[config.mk]
export PLATFORM = sky130hd
export DESIGN_NAME = memory_arbiter
export DESIGN_NICKNAME = d
export VERILOG_FILES = /design/src/rtl/memory_arbiter.sv
export SDC_FILE = /design/constraint.sdc
export NUM_CORES = 1
export LEC_CHECK = 0
export CAP_MARGIN = 20
export CELL_PAD_IN_SITES_DETAIL_PLACEMENT = 0
export CELL_PAD_IN_SITES_GLOBAL_PLACEMENT = 1
export CORE_ASPECT_RATIO = 0.75
export CORE_MARGIN = 2
export CORE_UTILIZATION = 32
export DETAILED_ROUTE_END_ITERATION = 7
export PLACE_DENSITY = 0.85
export SLEW_MARGIN = 20
export SYNTH_ARGS = -nofsm -noshare
export SYNTH_HDL_FRONTEND = slang
export SYNTH_SLANG_ARGS = --single-unit
[constraint.sdc]
create_clock -name CLK -period 3.1 [get_ports CLK]
set_input_delay 0.62 -clock CLK [delete_from_list [all_inputs] [get_ports CLK]]
set_output_delay 0.62 -clock CLK [all_outputs]
set_load 0.01 [all_outputs]
[src/rtl/memory_arbiter.sv]
// Single-ported RAM arbiter between instruction fetch and data access ports.
// Data has priority, but back-to-back contention alternates so fetch cannot starve.
//
//  state | meaning
//  IDLE  | no access in flight; arbitrate pending requests
//  IACC  | instruction read holding the RAM port, counting wait cycles
//  DACC  | data read or write holding the RAM port, counting wait cycles
module memory_arbiter #(
   parameter int LAT = 2,
   parameter int AW  = 32,
   parameter int DW  = 32
) (
   input  logic          CLK,
   input  logic          RST,
   input  logic          iREN,
   input  logic [AW-1:0] iaddr,
   output logic          ihit,
   output logic [DW-1:0] iload,
   input  logic          dREN,
   input  logic          dWEN,
   input  logic [AW-1:0] daddr,
   input  logic [DW-1:0] dstore,
   output logic          dhit,
   output logic [DW-1:0] dload,
   output logic          ramREN,
   output logic          ramWEN,
   output logic [AW-1:0] ramaddr,
   output logic [DW-1:0] ramstore,
   input  logic [DW-1:0] ramload
);

   typedef enum logic [1:0] {IDLE, IACC, DACC} state_t;

   localparam logic [3:0] LAT_C = 4'(LAT);

   state_t        state, state_nx;
   logic [3:0]    cnt;
   logic          last_d;
   logic          op_wr;
   logic [AW-1:0] addr_q;
   logic [DW-1:0] store_q;
   logic [DW-1:0] iload_q;
   logic [DW-1:0] dload_q;
   logic          dreq;
   logic          done;

   assign dreq = dREN | dWEN;
   assign done = (cnt == LAT_C);

   always_ff @(posedge CLK) begin
      if (RST) state <= IDLE;
      else     state <= state_nx;
   end

   always_comb begin
      state_nx = state;
      case (state)
         IDLE: begin
            if (dreq && iREN && last_d) state_nx = IACC;
            else if (dreq)              state_nx = DACC;
            else if (iREN)              state_nx = IACC;
         end
         IACC:    if (!iREN || done) state_nx = IDLE;
         DACC:    if (!dreq || done) state_nx = IDLE;
         default: state_nx = IDLE;
      endcase
   end

   // Hits are gated by RST so a reset landing on the completion cycle aborts cleanly.
   always_comb begin
      ihit   = (state == IACC) && iREN && done && !RST;
      dhit   = (state == DACC) && dreq && done && !RST;
      ramREN = (state == IACC) || ((state == DACC) && !op_wr);
      ramWEN = (state == DACC) && op_wr;
      iload  = ihit ? ramload : iload_q;
      dload  = dhit ? ramload : dload_q;
   end

   assign ramaddr  = addr_q;
   assign ramstore = store_q;

   always_ff @(posedge CLK) begin
      if (RST) begin
         cnt     <= 4'd0;
         last_d  <= 1'b0;
         op_wr   <= 1'b0;
         addr_q  <= '0;
         store_q <= '0;
         iload_q <= '0;
         dload_q <= '0;
      end else begin
         if (state == IDLE) begin
            cnt <= 4'd0;
            if (state_nx == IACC) begin
               addr_q <= iaddr;
            end else if (state_nx == DACC) begin
               addr_q  <= daddr;
               store_q <= dstore;
               op_wr   <= dWEN;
            end
         end else if (state_nx == IDLE) begin
            cnt <= 4'd0;
         end else if (!done) begin
            cnt <= cnt + 4'd1;
         end
         if (ihit) begin
            iload_q <= ramload;
            last_d  <= 1'b0;
         end
         if (dhit) begin
            dload_q <= ramload;
            last_d  <= 1'b1;
         end
      end
   end

endmodule

# Word-level counts from Yosys, hierarchy flattened
# Index checks and enable logic that the tools add are counted.
# W data, S select, Z words.
# word_totals
mem_bits_ro	0
reg_bits	136
latchBits	0
mem_count	0
input_bits	133
wordCells	52
ram_bits	0
# op_classes
n_lt_le_gt_ge	0
div	0
n_bitwise	2
mul	0
shifts	0
n_reduce_logical	24
n_mux	12
n_eq_ne	5
add_sub_neg	1
# ops
operator	count
$mux W32	4
$logic_and A1 B1 Y1	10
$mux W2	5
$pmux W2 S3	1
$add A4 B1 Y4 const B	1
$eq A2 B1 Y1 const B	2
$eq A2 B2 Y1 const B	2
$eq A4 B2 Y1 const B	1
$logic_not A1 Y1	4
$logic_not A2 Y1	2
$reduce_bool A2 Y1	2
$logic_or A1 B1 Y1	3
$reduce_and A3 Y1	1
$reduce_or A3 Y1	1
$mux W1	2
$reduce_and A2 Y1	1
$not A1 Y1	1
$or A1 B1 Y1	1

# Logic depth before layout (Yosys ltp)
# logic_depth
depth_word	8
mapped_depth	12
mapped_depth_nobuf	9

# Worst setup path before layout
# OpenSTA, ideal clock, no wires.
# synth_timing
path_type	register -> register
from	register cnt[0]
to	register addr_q[10], in the netlist ramaddr[10]
required_time_ps	3014
stages_incl_launch_ff	12
synth_period_minus_slack_ps	2616
path_slack_ps	484
arrival_ps	2530
path_cell_list	dfxtp_1 -> inv_1 -> ha_1 -> or3b_1 -> buf_6 -> a32oi_1 -> inv_1 -> ha_1 -> nor3_2 -> clkbuf_1 -> nor2_1 -> a211oi_1
# synth_via
elab_chain_cells	7
elab_cells_between_ends	11
classes_between	3 x eq/ne; 4 x mux; 4 x reduce/logical
# synth_rtl
element	line	text
start, declared	37	logic [3:0] cnt;
start signal, assigned	104	cnt <= cnt + 4'd1;
$eq A4 B2 Y1 *	48	assign done = (cnt == LAT_C);
$logic_or A1 B1 Y1, on equally long branches	64, 63	
$mux W2, on equally long branches	64, 63	
$pmux W2 S3 *	57	case (state)
via state_nx[1]	36	state_t state, state_nx;
$eq A2 B1 Y1 or $eq A2 B2 Y1 (tied branches)	94, 96	
$reduce_bool A2 Y1 (no source line)	n/a	
$reduce_and A2 Y1 (no source line)	n/a	
end signal, assigned	95	addr_q <= iaddr;
end signal, assigned	97	addr_q <= daddr;
end, declared	40	logic [AW-1:0] addr_q;
# The timed path passes the listed nets; every way through them passes the cells marked *.
# A chain may end at the register's enable or synchronous reset.

# Final worst setup path
# layout_timing
from	register cnt[0]
to	output port iload[1]
# layout_via
elab_chain_cells	4
# layout_rtl
element	line	text
$eq A4 B2 Y1	48	
$logic_and A1 B1 Y1 (2 in series)	71	ihit = (state == IACC) && iREN && done && !RST;
$mux W32	n/a	
end, declared	18	output logic [DW-1:0] iload,
# Every way passes these cells.

==> impl_summary.log <==
[metrics] I/O pin count: 265
[metrics] Ant. Diodes: 0
[metrics] minimum clock period: 3.09 ns
[metrics] Setup Viol. Count Final: 0
[metrics] Die Span Y: 126 um
[metrics] timing-limited maximum frequency: 324 MHz
[metrics] CP required: 2.48 ns
[metrics] highest fanout seen on the critical path: 4
[metrics] maximum level of the CTS H-tree: 4
[metrics] worst rel slew slack: 0.557
[metrics] max-slew violations: 0
[metrics] most frequent cells in the layout: 197 x clkdlybuf4s50_1, 134 x dfxtp_1, 98 x nand2b_1
[metrics] First-pass DRT Iterations: 4
[metrics] sum of net half-perimeters after detailed placement: 13.4 mm
[metrics] most instantiated flip-flop cell in the synthesis netlist: dfxtp_1
[metrics] adder-cell area share of the yosys netlist: 0.00983
[metrics] unrepaired setup endpoints after global routing: true
[metrics] type of the worst setup path: reg -> out
[metrics] number of cells produced by synthesis: 657
[metrics] worst setup path endpoint: iload[1]
[metrics] Worst Tran Pin Value: 0.665 ns
[metrics] launching instance or port of the critical path: cnt[0]
[metrics] drc violations: 0
[metrics] final hold viol count: 0
[metrics] class of the worst hold path: reg -> reg
[metrics] post-detailed-routing wire length: 19.1 mm
[metrics] wire length of the first global-routing pass: 30.1 mm
[metrics] setup slack after layout: 0.0140 ns
[metrics] mux cell area share after synthesis: 0.210
[metrics] total number of clock tree sinks: 136
[metrics] area of the core region: 19400 um^2
[metrics] Detailed Route Iter0 Violations: 323
[metrics] initial antenna violation count: 0
[metrics] drt wl/cell: 15.8 um
[metrics] worst-skew pair later-pin latency: 0.41 ns
[metrics] Max Buffers Root-to-Sink: 2
[metrics] sequential share of the synthesized area: 0.428
[metrics] CTS tree: done
[metrics] antenna viol nets, final: 0
[metrics] most common cell after layout, fill and taps aside: clkdlybuf4s50_1
[metrics] share of the clock period used by the worst path after layout: 0.995
[metrics] total leakage power: 0.00434 uW
[metrics] Overflow after GRT: 0
[metrics] relative area change from synthesis to final layout: 61.6%
[metrics] power density over the cells: 477 nW/um^2
[metrics] xor and xnor area share after synthesis: 0.00413
[metrics] yosys synthesis warning count: 0
[metrics] initial cell density of the core: 0.327
[metrics] internal reg-to-reg setup slack: 0.43 ns
[metrics] # port buffers: 264
[metrics] type of element launching the critical path: flip-flop
[metrics] source of the worst register-to-register timing path: cnt[0]
[metrics] simple-gate area share of the yosys netlist: 0.181
[metrics] category of the worst setup path capture point: primary output
[metrics] main combinational cell family by area after synthesis: multiplexers
[metrics] maximum resistive drop on vdd: 0.327 mV
[metrics] area of the die: 21000 um^2
[metrics] clock buffers created by TritonCTS: 17
[metrics] fraction of final layout cells with drive strength greater than 1: 0.207
[metrics] run status: completed
[metrics] fraction of registers with async set or reset after synthesis: 0
[metrics] final core utilization: 0.529
[metrics] number of placement rows: 44
[metrics] Post-Synthesis Net Count: 795
[metrics] number of flops mapped to enable cells by yosys: 0
[metrics] clock slew seen by the registers of the worst setup and hold paths: 0.06 ns
[metrics] max-cap violations: 0
[metrics] global-route usage over all layers: 0.178
[metrics] Synth Cell Area: 6360 um^2
[metrics] clock tree root buffer cell: clkbuf_16
[metrics] count of unique library cells instantiated by Yosys: 37
[metrics] setup clock skew after layout: 0.00784 ns
[metrics] Critical Path AT: 2.47 ns
[metrics] total of flip-flops plus latches after synthesis: 136
[metrics] endpoint of the worst-slack reg-to-reg timing path: ramaddr[14]
[metrics] pre-CTS worst setup slack: -0.216 ns
[metrics] area fraction in compound gates after synthesis: 0.114
[metrics] weighted congestion reported at the end of routability-driven placement: 0.756
[metrics] setup TNS after final layout: 0 ns
[metrics] via-per-instance ratio: 4.65
[metrics] Tot Pwr: 4900 uW
[metrics] die extent in x: 167 um
[metrics] number of global-route vias before repair: 5579
[metrics] Syn Area/Cell: 9.68 um^2
[metrics] number of nets in the final layout: 1078
[metrics] maximum number of pins on one net before global-route repair: 105
[metrics] via count: 5606
[metrics] depth of the worst register-to-register path: 11
==> cell families after synthesis <==
family	count (synthesis)
adders and majority gates	5
xor gates and xnor gates	3
muxes	129
buffers and inverters	62
DFF	136
and+or+nand+nor	219
AOI/OAI and AO/OA	103
==> metrics by stage <==
step           cell area (um^2)  hold WS [ns]  instances
2_1_floorplan              6360         0.442        657
3_3_place_gp               9390         0.442       1153
3_5_place_dp               9390         0.448       1153
4_1_cts                   10300         0.456       1205
5_1_grt                   10300         0.470       1205
6_report                  10300         0.452       1205
==> how the worst min path moves through the flow <==
stage | from | endpoint | cells after the start
finish | ramstore[0] | ramstore[0] | 2
detailed placement | ramstore[19] | ramstore[19] | 2
CTS | ramstore[19] | ramstore[19] | 2
floorplan | op_wr | op_wr | 2
global placement | ramstore[10] | ramstore[10] | 2
global route | ramstore[2] | ramstore[2] | 2
==> timing repair <==
action                     CTS  global route
hold buffers                 0             0
gates cloned                 3             1
resized for setup          250            65
setup endpoints to repair   66            63
buffers inserted            18             2
pin swaps                    2             1
==> Yosys cell counts (2+ instances only) <==
master / number / area share
buf_6: 11 / 0.019
o2bb2ai_1: 31 / 0.043
or2_2: 2 / 0.0020
buf_2: 5 / 0.0039
xnor2_1: 2 / 0.0028
buf_1: 3 / 0.0018
mux2_2: 32 / 0.057
or3_1: 2 / 0.0020
clkbuf_1: 33 / 0.019
mux2i_1: 96 / 0.15
a21oi_1: 34 / 0.027
a211oi_1: 33 / 0.039
inv_1: 6 / 0.0035
ha_1: 5 / 0.0098
nand2_1: 66 / 0.039
o21ai_0: 2 / 0.0016
nor2_1: 39 / 0.023
dfxtp_1: 136 / 0.43
nand2b_1: 98 / 0.096
buf_4: 4 / 0.0047
==> flip-flops by register name (all words and copies together) (netlist names) <==
register and flops:
dload_q 32, iload_q 32, ramaddr 32, ramstore 32
cnt 4, state 2, last_d 1, op_wr 1
==> layout make-up <==
type                            count  area [um^2]
Sequential cell                   136         2730
Clock buffer                       19          443
Fill cell                        1776         9160
Inverter                            6         22.5
Tap cell                          253          317
Timing Repair Buffer              320         3180
Multi-Input combinational cell    459         3450
Clock inverter                     12          141
==> per-layer routing <==
layer  up-vias  wire, um  global-route usage
met2       194      8700               0.286
met4         0       178              0.0441
met5         -         0                   0
li1       2833         -                   -
met1      2565      8710               0.229
met3        14      1500              0.0632
==> critical path, stage by stage (launching register included) <==
cell,delay (ns)
dfxtp_2,0.32
inv_2,0.06
ha_4,0.12
or3b_4,0.40
buf_6,0.14
nor3_4,0.15
buf_6,0.15
buf_6,0.12
buf_6,0.10
buf_6,0.08
mux2_4,0.29
buf_6,0.12
==> where the power goes <==
part / leakage (uW) / switching (uW) / total, uW / internal (uW)
combinational: 0.00295 / 420 / 949 / 529
clock: 0.000281 / 803 / 2020 / 1220
sequential: 0.00111 / 64.8 / 1940 / 1870
total: 0.00434 / 1290 / 4900 / 3610
No activity file was read; power rests on OpenSTA's default activity.
